<file path="src/rtl/rvcpu_axi_pkg.sv">
// Shared AXI4-Lite constants, bridge state encoding and the address window check
// used by the simulation-memory bridge.
package rvcpu_axi_pkg;

  localparam int AXI_ADDR_W = 32;
  localparam int AXI_DATA_W = 32;

  localparam logic [1:0] RESP_OKAY   = 2'b00;
  localparam logic [1:0] RESP_SLVERR = 2'b10;

  typedef enum logic [2:0] {
    ST_IDLE,
    ST_RD_WAIT,
    ST_RD_RESP,
    ST_WR_WAIT,
    ST_WR_RESP
  } bridge_state_e;

  // Subtracting first keeps the upper bound correct even when base+size wraps past 2^32.
  function automatic logic addr_in_range(input logic [31:0] addr,
                                         input logic [31:0] base,
                                         input logic [31:0] size);
    return (addr >= base) && ((addr - base) < size);
  endfunction

endpackage

</file>
<file path="src/rtl/axi4lite_mem_bridge.sv">
// AXI4-Lite slave turning one transaction at a time into a single-cycle read or
// write strobe on the simulation memory port, with range check and wait states.
module axi4lite_mem_bridge
  import rvcpu_axi_pkg::*;
#(
  parameter logic [31:0] ADDR_BASE = 32'h8000_0000,
  parameter logic [31:0] ADDR_SIZE = 32'h0800_0000,
  parameter int unsigned LATENCY   = 0
) (
  input  logic                    clock,
  input  logic                    reset,
  input  logic                    arvalid,
  output logic                    arready,
  input  logic [AXI_ADDR_W-1:0]   araddr,
  output logic                    rvalid,
  input  logic                    rready,
  output logic [AXI_DATA_W-1:0]   rdata,
  output logic [1:0]              rresp,
  input  logic                    awvalid,
  output logic                    awready,
  input  logic [AXI_ADDR_W-1:0]   awaddr,
  input  logic                    wvalid,
  output logic                    wready,
  input  logic [AXI_DATA_W-1:0]   wdata,
  input  logic [3:0]              wstrb,
  output logic                    bvalid,
  input  logic                    bready,
  output logic [1:0]              bresp,
  output logic                    mem_ren,
  output logic [AXI_ADDR_W-1:0]   mem_raddr,
  input  logic [AXI_DATA_W-1:0]   mem_rdata,
  output logic                    mem_wen,
  output logic [AXI_ADDR_W-1:0]   mem_waddr,
  output logic [AXI_DATA_W-1:0]   mem_wdata,
  output logic [3:0]              mem_wmask
);

  localparam logic [3:0] LAT4 = 4'(LATENCY);

  bridge_state_e          state_reg, state_next;
  logic [3:0]             cnt_reg, cnt_next;
  logic                   prio_reg, prio_next;
  logic [AXI_ADDR_W-1:0]  raddr_reg, raddr_next;
  logic [AXI_ADDR_W-1:0]  waddr_reg, waddr_next;
  logic [AXI_DATA_W-1:0]  wdata_reg, wdata_next;
  logic [3:0]             wmask_reg, wmask_next;
  logic [AXI_DATA_W-1:0]  rdata_reg, rdata_next;
  logic [1:0]             rresp_reg, rresp_next;
  logic [1:0]             bresp_reg, bresp_next;
  logic                   rd_in_range;
  logic                   wr_in_range;
  logic                   wr_pair;

  assign rd_in_range = addr_in_range(raddr_reg, ADDR_BASE, ADDR_SIZE);
  assign wr_in_range = addr_in_range(waddr_reg, ADDR_BASE, ADDR_SIZE);
  assign wr_pair     = awvalid && wvalid;

  assign rdata     = rdata_reg;
  assign rresp     = rresp_reg;
  assign bresp     = bresp_reg;
  assign mem_raddr = raddr_reg;
  assign mem_waddr = waddr_reg;
  assign mem_wdata = wdata_reg;
  assign mem_wmask = wmask_reg;

  always_ff @(posedge clock) begin
    if (!reset) begin
      state_reg <= ST_IDLE;
      cnt_reg   <= 4'd0;
      prio_reg  <= 1'b0;
      raddr_reg <= '0;
      waddr_reg <= '0;
      wdata_reg <= '0;
      wmask_reg <= 4'd0;
      rdata_reg <= '0;
      rresp_reg <= RESP_OKAY;
      bresp_reg <= RESP_OKAY;
    end else begin
      state_reg <= state_next;
      cnt_reg   <= cnt_next;
      prio_reg  <= prio_next;
      raddr_reg <= raddr_next;
      waddr_reg <= waddr_next;
      wdata_reg <= wdata_next;
      wmask_reg <= wmask_next;
      rdata_reg <= rdata_next;
      rresp_reg <= rresp_next;
      bresp_reg <= bresp_next;
    end
  end

  always_comb begin
    state_next = state_reg;
    cnt_next   = cnt_reg;
    prio_next  = prio_reg;
    raddr_next = raddr_reg;
    waddr_next = waddr_reg;
    wdata_next = wdata_reg;
    wmask_next = wmask_reg;
    rdata_next = rdata_reg;
    rresp_next = rresp_reg;
    bresp_next = bresp_reg;
    arready    = 1'b0;
    awready    = 1'b0;
    wready     = 1'b0;
    rvalid     = 1'b0;
    bvalid     = 1'b0;
    mem_ren    = 1'b0;
    mem_wen    = 1'b0;

    case (state_reg)
      ST_IDLE: begin
        // Grant conditions are mutually exclusive; prio only breaks a tie.
        if (arvalid && (!wr_pair || !prio_reg)) begin
          arready    = 1'b1;
          raddr_next = araddr;
          cnt_next   = LAT4;
          prio_next  = 1'b1;
          state_next = ST_RD_WAIT;
        end else if (wr_pair && (!arvalid || prio_reg)) begin
          awready    = 1'b1;
          wready     = 1'b1;
          waddr_next = awaddr;
          wdata_next = wdata;
          wmask_next = wstrb;
          cnt_next   = LAT4;
          prio_next  = 1'b0;
          state_next = ST_WR_WAIT;
        end
      end
      ST_RD_WAIT: begin
        if (cnt_reg != 4'd0) begin
          cnt_next = cnt_reg - 4'd1;
        end else begin
          if (rd_in_range) begin
            mem_ren    = 1'b1;
            rdata_next = mem_rdata;
            rresp_next = RESP_OKAY;
          end else begin
            rdata_next = '0;
            rresp_next = RESP_SLVERR;
          end
          state_next = ST_RD_RESP;
        end
      end
      ST_RD_RESP: begin
        rvalid = 1'b1;
        if (rready) state_next = ST_IDLE;
      end
      ST_WR_WAIT: begin
        if (cnt_reg != 4'd0) begin
          cnt_next = cnt_reg - 4'd1;
        end else begin
          if (wr_in_range) begin
            mem_wen    = 1'b1;
            bresp_next = RESP_OKAY;
          end else begin
            bresp_next = RESP_SLVERR;
          end
          state_next = ST_WR_RESP;
        end
      end
      ST_WR_RESP: begin
        bvalid = 1'b1;
        if (bready) state_next = ST_IDLE;
      end
      default: state_next = ST_IDLE;
    endcase

    // Nothing leaves the bridge while reset is asserted, whatever state it was in.
    if (!reset) begin
      arready = 1'b0;
      awready = 1'b0;
      wready  = 1'b0;
      rvalid  = 1'b0;
      bvalid  = 1'b0;
      mem_ren = 1'b0;
      mem_wen = 1'b0;
    end
  end

endmodule

</file>
<file path="config.mk">
export PLATFORM = sky130hd
export DESIGN_NAME = axi4lite_mem_bridge
export DESIGN_NICKNAME = d
export VERILOG_FILES = /design/src/rtl/rvcpu_axi_pkg.sv /design/src/rtl/axi4lite_mem_bridge.sv
export SDC_FILE = /design/constraint.sdc
export NUM_CORES = 1
export LEC_CHECK = 0
export CAP_MARGIN = 5
export CORE_MARGIN = 4
export CORE_UTILIZATION = 43
export CTS_BUF_LIST = sky130_fd_sc_hd__clkbuf_2
export DETAILED_ROUTE_END_ITERATION = 6
export PLACE_DENSITY = 0.91
export SLEW_MARGIN = 20
export SYNTH_ARGS = -nofsm -noshare
export SYNTH_HDL_FRONTEND = slang
export SYNTH_SLANG_ARGS = --single-unit
</file>
<file path="constraint.sdc">
create_clock -name clock -period 4.25 [get_ports clock]
set_input_delay 0.85 -clock clock [delete_from_list [all_inputs] [get_ports clock]]
set_output_delay 0.85 -clock clock [all_outputs]
set_load 0.02 [all_outputs]
</file>
==> flow_summary_export.csv, run 1 <==
group,metric,value,unit
routing,drc,0,
logic_synthesis,ys_seq_area_share,56.4,%
sta,clock.fmax,0.270,GHz
clock_tree,h-tree-depth,4,
routing,drt_pass1_iterations,4,
die,boundaryPins,282,
routing,ant_nets,0,
clock_tree,cts_resized,0,
critical_path,critPathCaptureType,"output port",
job,max-cap-violations,0,
global_route,grt_use_total,23.3,%
logic_synthesis,ys_warn_count,0,
global_route,grt_pass1_vias,4860,
clock_tree,cts_root_buf,"clkbuf_2",
finish,final_common_cell,"clkdlybuf4s50_1",
clock_tree,clockBufferDepth,2,
logic_synthesis,syn_area_per_cell,8.59,um2
power_and_ir_drop,power_density,360,nW/um2
global_route,antenna_found_initial,0,
clock_tree,clk_latency,0.69,ns
clock_tree,clkTransAtPathRegs,0.18,ns
sta,hold_ws,0.466,ns
global_route,grt_pass1_wl,24.3,mm
die,rows,39,
finish,antenna_cells,0,
placed_design,gp_congestion,0.836,
finish,drive_above_1_share,5.80,%
min_path,whs_path_depth,2,
sta,rsz0062_at_grt,"no",
routing,routedWlPerCell,16.2,um
sta,clock-skew-final,0.0226,ns
finish,nets,991,
sta,finalCritPeriodShare,87.0,%
routing,routed_wl,16.3,mm
clock_tree,cts_sinks,142,
die,die_area,13500,um2
global_route,grt_max_degree,70,
sta,finalCriticalPeriod,3.70,ns
outcome,status,"completed",
routing,vias_per_cell,5.03,
sta,setup-violations-final,0,
clock_tree,cts_tree,"done",
logic_synthesis,netlist_area,5040,um2
critical_path,startpoint_type,"flip-flop",
placed_design,hpwl,12.1,mm
critical_path,r2r_cells,5,
routing,drt_iter0_drc,322,
sta,slew_headroom,50.4,%
power_and_ir_drop,ir_drop,0.316,mV
logic_synthesis,netlist_instances,587,
finish,fillCellCount,880,
sta,setup_tns,0,ns
finish,areaGrowthSynthToFinish,60.1,%
clock_tree,cts-hold-fix-buffers,0,
finish,final_cell_mix,"279 x clkdlybuf4s50_1, 204 x nand2_1, 142 x dfxtp_1, 107 x a21oi_1, 23 x a22o_1",
die,initial_core_util,44.0,%
sta,worst_slew_pin_slew,0.745,ns
clock_tree,cts_made_buffers,17,
critical_path,crit_type,"flip-flop to output port",
power_and_ir_drop,leakage,2.92,nW
logic_synthesis,ys_types,41,
logic_synthesis,synth-seq-cells,142,
sta,drv_slew,0,
die,chipWidth,116,um
die,die_y,116,um
global_route,grt_overflow,0,
clock_tree,postCtsSetupBuffers,0,
critical_path,required,3.40,ns
sta,final-hold-violation-count,0,
routing,num_vias,5051,
placed_design,io_buffers,279,
critical_path,crit_fanout,3,
critical_path,critPathArrivalTime,2.85,ns
min_path,hp-class,"flip-flop to flip-flop",
die,fp.coreArea,11500,um2
-- stage by stage --
stage               std cells  instance area (um2)  utilization [%]  worst slack (ns)  power (mW)
floorplan                 588                 5050                -              1.49        1.86
global placement          974                 7870             68.7             0.684        2.21
detailed placement        974                 7870             68.7             0.643        2.23
CTS                      1005                 8070             70.4             0.451        2.94
global route             1005                 8070             70.4             0.261        3.06
finish                   1005                 8070             70.4             0.552        2.91
-- critical path, stage by stage, from the launching register on --
cell             delay (ns)
dfxtp_1                0.36
inv_1                  0.08
ha_1                   0.15
or3b_4                 0.40
nor2_1                 0.22
nand4_1                0.14
nor2_1                 0.18
clkdlybuf4s50_1        0.63
-- cells by family after synthesis --
logic type | after synthesis | synth area share (%)
mux | 4 | 0.819
flops | 142 | 56.4
buf+inv | 50 | 5.06
compound gates | 146 | 17.6
fa+ha+maj | 2 | 0.496
simple gates | 242 | 19.6
other cells | 1 | 0.0744
-- layer usage --
layer / vias up / GRT usage, % / part of all wire (%)
met4: 0 / 8.82 / 2.2
li1: 2484 / - / -
met5: - / 0 / 0
met3: 25 / 12.0 / 12
met2: 215 / 40.1 / 49
met1: 2327 / 24.2 / 37
-- synthesized netlist by cell type, drive strengths merged --
master	instances	area [um2]
mux2i	3	30.0
o211a	2	20.0
o211ai	1	7.51
or2b	1	7.51
nand2b	1	6.26
a211oi	1	7.51
clkbuf	25	93.8
nor3	5	41.3
a21oi	107	536
nand3	4	20.0
conb	1	3.75
o2111a	1	11.3
nor4	2	12.5
nand4	1	6.26
mux2	1	11.3
nor2	13	48.8
ha	2	25.0
dfxtp	142	2840
or3b	1	11.3
and3	3	18.8
clkinv	1	3.75
nand2	204	766
nand3b	1	7.51
nor3b	2	15.0
and2	2	12.5
o311ai	1	8.76
nor4b	1	8.76
buf	20	143
o2111ai	1	8.76
o22ai	1	6.26
or3	1	6.26
a22o	31	282
inv	4	15.0
-- power by group --
part	switching, mW	leakage (nW)	internal (mW)	total, mW
Clock	0.452	0.129	0.260	0.712
Combinational	0.374	1.64	0.343	0.717
Sequential	0.0617	1.15	1.42	1.48
-- path summary, 6_finish.rpt --
path / slack (ns) / to / start
worst max register to register: 1.88 / mem_wdata[12] / state_reg[1]
worst min register to register: 0.47 / mem_wdata[3] / mem_wdata[3]
worst max-delay path: 0.55 / mem_wen / cnt_reg[0]
worst min-delay path: 0.47 / mem_wdata[3] / mem_wdata[3]
-- area by class of cell --
type                       instances  area (um2)  area share (%)
tap                              143         179            2.22
timing repair buffer             288        2860            35.4
clock buffer                      20         100            1.24
clock inverter                    11         100            1.24
sequential                       142        2840            35.2
multi-input combinational        396        1970            24.4
inverter                           5        20.0           0.248
(Power assumes the default switching activity.)
==> inputs of run 2 (changes only) <==
- GPL_TIMING_DRIVEN: default -> 0
==> run 2 against run 1 <==
  * Worst hold slack worse by 0.0012 ns
  * Setup slack worse by 0.35 ns
  * Global-route usage is 0.43 points higher
  * Cell area is 1.6% higher
  * Fmax is 8.6% lower
  * Die area stayed put
  * Count of clock-buffer cells in the layout stayed put
  * Clock power is 7.6% lower
  * Largest power group unchanged
  * Highest routed layer unchanged
  * Utilization is 1.1 points higher
  * Via count is 0.69% higher
==> flow_summary_export.csv, run 2 (synthesis results as in run 1) <==
group,metric,value,unit
sta,clock-skew-final,0.0200,ns
critical_path,r2r_setup_slack,2.24,ns
routing,routedWlPerCell,15.9,um
routing,drc,0,
global_route,grt_use_total,23.7,%
finish,final_core_util,71.5,%
min_path,hp-class,"flip-flop to flip-flop",
sta,slew_headroom,62.1,%
routing,ant_nets,0,
critical_path,r2r_cells,6,
power_and_ir_drop,swShare,31.1,%
finish,final_cell_mix,"279 x clkdlybuf4s50_1, 204 x nand2_1, 142 x dfxtp_1, 107 x a21oi_1, 25 x clkbuf_1",
routing,routed_wl,16.6,mm
min_path,hold_end,"mem_raddr[12]",
routing,drt_iter0_drc,322,
critical_path,crit_fanout,10,
power_and_ir_drop,p_clk_share,22.9,%
clock_tree,cts-hold-fix-buffers,0,
routing,vias_per_cell,4.89,
clock_tree,cts_made_buffers,17,
clock_tree,cts_sinks,142,
sta,rsz0062_at_grt,"no",
die,boundaryPins,282,
outcome,status,"completed",
die,initial_core_util,44.0,%
clock_tree,cts_tree,"done",
placed_design,hpwl,12.9,mm
clock_tree,h-tree-depth,4,
critical_path,startpoint_type,"input port",
critical_path,required,3.40,ns
critical_path,worstReg2RegStart,"state_reg[2]",
finish,nets,1027,
global_route,antenna_found_initial,0,
power_and_ir_drop,power_density,349,nW/um2
finish,final_common_cell,"clkdlybuf4s50_1",
sta,final-hold-violation-count,0,
power_and_ir_drop,power.switching,891,uW
job,max-cap-violations,0,
global_route,grt_max_degree,17,
die,die_y,116,um
critical_path,r2r-end,"mem_waddr[26]",
sta,finalCriticalPeriod,4.04,ns
clock_tree,cts_root_buf,"clkbuf_2",
die,rows,39,
finish,drive_above_1_share,6.24,%
global_route,grt_overflow,0,
critical_path,critPathCaptureType,"output port",
min_path,min_from,"mem_raddr[12]",
sta,drv_slew,0,
clock_tree,clockBufferDepth,2,
die,fp.coreArea,11500,um2
sta,worst_slew_pin_slew,0.569,ns
routing,num_vias,5086,
critical_path,critPathArrivalTime,3.19,ns
clock_tree,clkTransAtPathRegs,0.15,ns
power_and_ir_drop,leakage,2.99,nW
finish,final_area,8200,um2
clock_tree,clk_latency,0.69,ns
placed_design,gp_congestion,0.816,
critical_path,crit_type,"input port to output port",
routing,drt_pass1_iterations,4,
power_and_ir_drop,seqPwrFrac,51.3,%
global_route,grt_pass1_wl,24.7,mm
sta,clock.fmax,0.247,GHz
finish,antenna_cells,0,
power_and_ir_drop,p_int,1.97,mW
sta,setup_tns,0,ns
sta,finalCritPeriodShare,95.2,%
placed_design,io_buffers,279,
sta,setup-violations-final,0,
die,die_area,13500,um2
global_route,grt_pass1_vias,4914,
power_and_ir_drop,ir_drop,0.259,mV
finish,fillCellCount,918,
min_path,whs_path_depth,2,
placed_design,dpl_cell_area,8020,um2
power_and_ir_drop,power_frac_comb,25.7,%
die,chipWidth,116,um
finish,areaGrowthSynthToFinish,62.6,%
[run 2: cell count changes in the layout (fill, tap and decap cells not counted), sizes merged]
| cell | change |
|---|---|
| clkbuf | +25 |
| buf | +11 |
| clkinv | +2 |
| bufinv | -1 |
| clkinvlp | -1 |
[run 2: power by group through the flow]
stage	combinational (mW)	clock (mW)	sequential, mW
6_report	0.737	0.658	1.47
5_1_grt	0.798	0.734	1.48
4_1_cts	0.743	0.678	1.47
3_5_place_dp	0.738	0	1.50
3_3_place_gp	0.730	0	1.49
2_1_floorplan	0.268	0	1.59
[run 2: metrics by stage]
step	worst slack [ns]	hold WS [ns]	power, mW	std cells
3_5_place_dp	-0.105	0.446	2.24	1010
2_1_floorplan	1.49	0.484	1.86	588
6_report	0.205	0.465	2.87	1041
3_3_place_gp	-0.0172	0.439	2.22	1010
4_1_cts	0.174	0.467	2.89	1041
5_1_grt	0.0357	0.484	3.02	1041
[run 2: area by class of cell]
type | instances | area (um2) | area share (%)
flip-flops and latches | 142 | 2840 | 34.7
repair buffers | 279 | 2790 | 34.1
multi-input cells | 396 | 1960 | 23.8
plain buffers | 45 | 236 | 2.88
well taps | 143 | 179 | 2.18
clock buffers | 20 | 100 | 1.22
clock inverters | 11 | 76.3 | 0.931
inverters | 5 | 18.8 | 0.229
[run 2: metal layers]
metal | vias up | global-route usage [%] | wire, um
li1 | 2554 | - | -
met1 | 2297 | 25.3 | 6110
met2 | 202 | 41.3 | 8180
met3 | 33 | 10.6 | 1920
met4 | 0 | 9.05 | 337
met5 | - | 0 | 0
[run 2: what timing repair did]
action                     in CTS  in global routing
setup endpoints to repair       1                  0
buffers inserted                0                  0
resized for setup               1                  0
[run 2: how the worst max path moves through the flow]
stage               slack [ns]     end     from  depth (start not counted)
global route              0.04  wready  arvalid                          7
detailed placement       -0.11  wready  arvalid                          7
CTS                       0.17  wready  arvalid                          7
floorplan                 1.49  rvalid    reset                          3
global placement         -0.02  wready  arvalid                          7
finish                    0.21  wready  arvalid                          7
[run 2: critical path: stages]
cell             delay [ns]
clkdlybuf4s50_1        0.53
inv_1                  0.08
o2111ai_2              0.47
clkbuf_1               0.45
nor2_1                 0.11
buf_4                  0.16
clkdlybuf4s50_1        0.54
==> inputs of run 3 (changes only) <==
==> constraint.sdc (replaced) <==
create_clock -name clock -period 4.25 [get_ports clock]
set_input_delay 0.6375 -clock clock [delete_from_list [all_inputs] [get_ports clock]]
set_output_delay 0.6375 -clock clock [all_outputs]
set_load 0.02 [all_outputs]
==> run 3 against run 2 <==
  * Count of clock-buffer cells in the layout is the same
  * Clock power is essentially flat
  * Largest cell class unchanged
  * Utilization shrank 0.055 points
  * Cell count is the same
  * Die area is the same
  * Register-to-register slack is essentially flat
  * Wire length is essentially flat
  * Combinational power is essentially flat
==> flow_summary_export.csv, run 3 (synthesis results as in run 1) <==
group,metric,value,unit
outcome,status,"completed",
die,initial_core_util,44.0,%
routing,drt_iter0_drc,338,
power_and_ir_drop,power.switching,890,uW
sta,drv_slew,0,
finish,drive_above_1_share,6.12,%
clock_tree,clkTransAtPathRegs,0.20,ns
finish,final_area,8200,um2
finish,finalNonFillerCells,1041,
power_and_ir_drop,swShare,31.1,%
clock_tree,cts_sinks,142,
finish,final_common_cell,"clkdlybuf4s50_1",
critical_path,critPathCaptureType,"output port",
critical_path,crit_fanout,10,
die,die_area,13500,um2
power_and_ir_drop,power_frac_comb,25.7,%
sta,finalCriticalPeriod,3.91,ns
sta,clock.fmax,0.256,GHz
clock_tree,cts_tree,"done",
power_and_ir_drop,p_clk_share,22.9,%
global_route,grt_pass1_wl,24.7,mm
finish,nets,1027,
global_route,grt_overflow,0,
sta,finalCritPeriodShare,92.0,%
critical_path,required,3.61,ns
routing,drc,0,
sta,clock-skew-final,0.0213,ns
sta,hold_ws,0.458,ns
power_and_ir_drop,seqPwrFrac,51.4,%
finish,final_core_util,71.5,%
job,max-cap-violations,0,
placed_design,dpl_cell_area,8020,um2
routing,drt_pass1_iterations,4,
finish,final_cell_mix,"279 x clkdlybuf4s50_1, 204 x nand2_1, 142 x dfxtp_1, 107 x a21oi_1, 25 x clkbuf_1",
sta,setup-violations-final,0,
clock_tree,clk_latency,0.69,ns
placed_design,hpwl,12.9,mm
sta,rsz0062_at_grt,"no",
finish,areaGrowthSynthToFinish,62.5,%
power_and_ir_drop,p_total,2.86,mW
routing,num_vias,5102,
clock_tree,cts_resized,0,
min_path,hp-class,"input port to flip-flop",
critical_path,startpoint_type,"input port",
sta,fin_ws,0.339,ns
power_and_ir_drop,leakage,2.99,nW
clock_tree,clockBufferDepth,2,
die,boundaryPins,282,
clock_tree,postCtsSetupBuffers,0,
finish,fillCellCount,919,
die,rows,39,
critical_path,r2r_cells,7,
critical_path,crit_type,"input port to output port",
die,die_y,116,um
placed_design,io_buffers,279,
power_and_ir_drop,power_density,349,nW/um2
sta,worst_slew_pin_slew,0.942,ns
sta,slew_headroom,37.2,%
power_and_ir_drop,ir_drop,0.259,mV
global_route,grt_pass1_vias,4915,
routing,ant_nets,0,
sta,setup_tns,0,ns
clock_tree,h-tree-depth,4,
die,fp.coreArea,11500,um2
placed_design,gp_congestion,0.816,
die,chipWidth,116,um
clock_tree,cts_root_buf,"clkbuf_2",
clock_tree,cts_made_buffers,17,
placed_design,place_ws,0.320,ns
critical_path,critPathArrivalTime,3.27,ns
global_route,grt_max_degree,17,
global_route,antenna_found_initial,0,
power_and_ir_drop,p_int,1.97,mW
global_route,grt_use_total,23.7,%
routing,routed_wl,16.5,mm
sta,final-hold-violation-count,0,
min_path,whs_path_depth,3,
routing,routedWlPerCell,15.9,um
routing,vias_per_cell,4.90,
placed_design,place_inst,1010,
finish,antenna_cells,0,
clock_tree,cts-hold-fix-buffers,0,
## run 3: cell counts in the layout (fill, tap and decap cells not counted)
No cell type changed its count.
## run 3: final timing paths
| check | start | endpoint | slack [ns] |
|---|---|---|---|
| min reg2reg | mem_raddr[12] | mem_raddr[12] | 0.46 |
| max reg2reg | cnt_reg[1] | rdata[23] | 2.24 |
| max | arvalid | wready | 0.34 |
| min | awaddr[24] | mem_waddr[24] | 0.46 |
## run 3: area by class of cell
| type | instances | area [um2] | area share (%) |
|---|---|---|---|
| Sequential cell | 142 | 2840 | 34.7 |
| Multi-Input combinational cell | 396 | 1950 | 23.8 |
| Clock buffer | 20 | 100 | 1.22 |
| Buffer | 45 | 236 | 2.89 |
| Clock inverter | 11 | 76.3 | 0.931 |
| Timing Repair Buffer | 279 | 2790 | 34.1 |
| Inverter | 5 | 18.8 | 0.229 |
| Tap cell | 143 | 179 | 2.18 |
## run 3: worst max-delay path, stage by stage
cell and delay [ns]:
clkdlybuf4s50_1 0.53, inv_1 0.07, o2111ai_1 0.76, clkbuf_1 0.46, nor2_1 0.11, buf_4 0.16
clkdlybuf4s50_1 0.54
## run 3: routing by layer
layer | wire length [um] | vias up | track usage, %
met5 | 0 | - | 0
met1 | 6110 | 2313 | 25.2
met3 | 1940 | 29 | 10.6
li1 | - | 2555 | -
met4 | 331 | 0 | 9.05
met2 | 8170 | 205 | 41.4
## run 3: power groups by stage
stage	clock network (mW)	logic (mW)	registers (mW)
6_report	0.657	0.736	1.47
4_1_cts	0.678	0.742	1.47
3_3_place_gp	0	0.730	1.49
5_1_grt	0.734	0.797	1.48
2_1_floorplan	0	0.268	1.59
3_5_place_dp	0	0.738	1.50
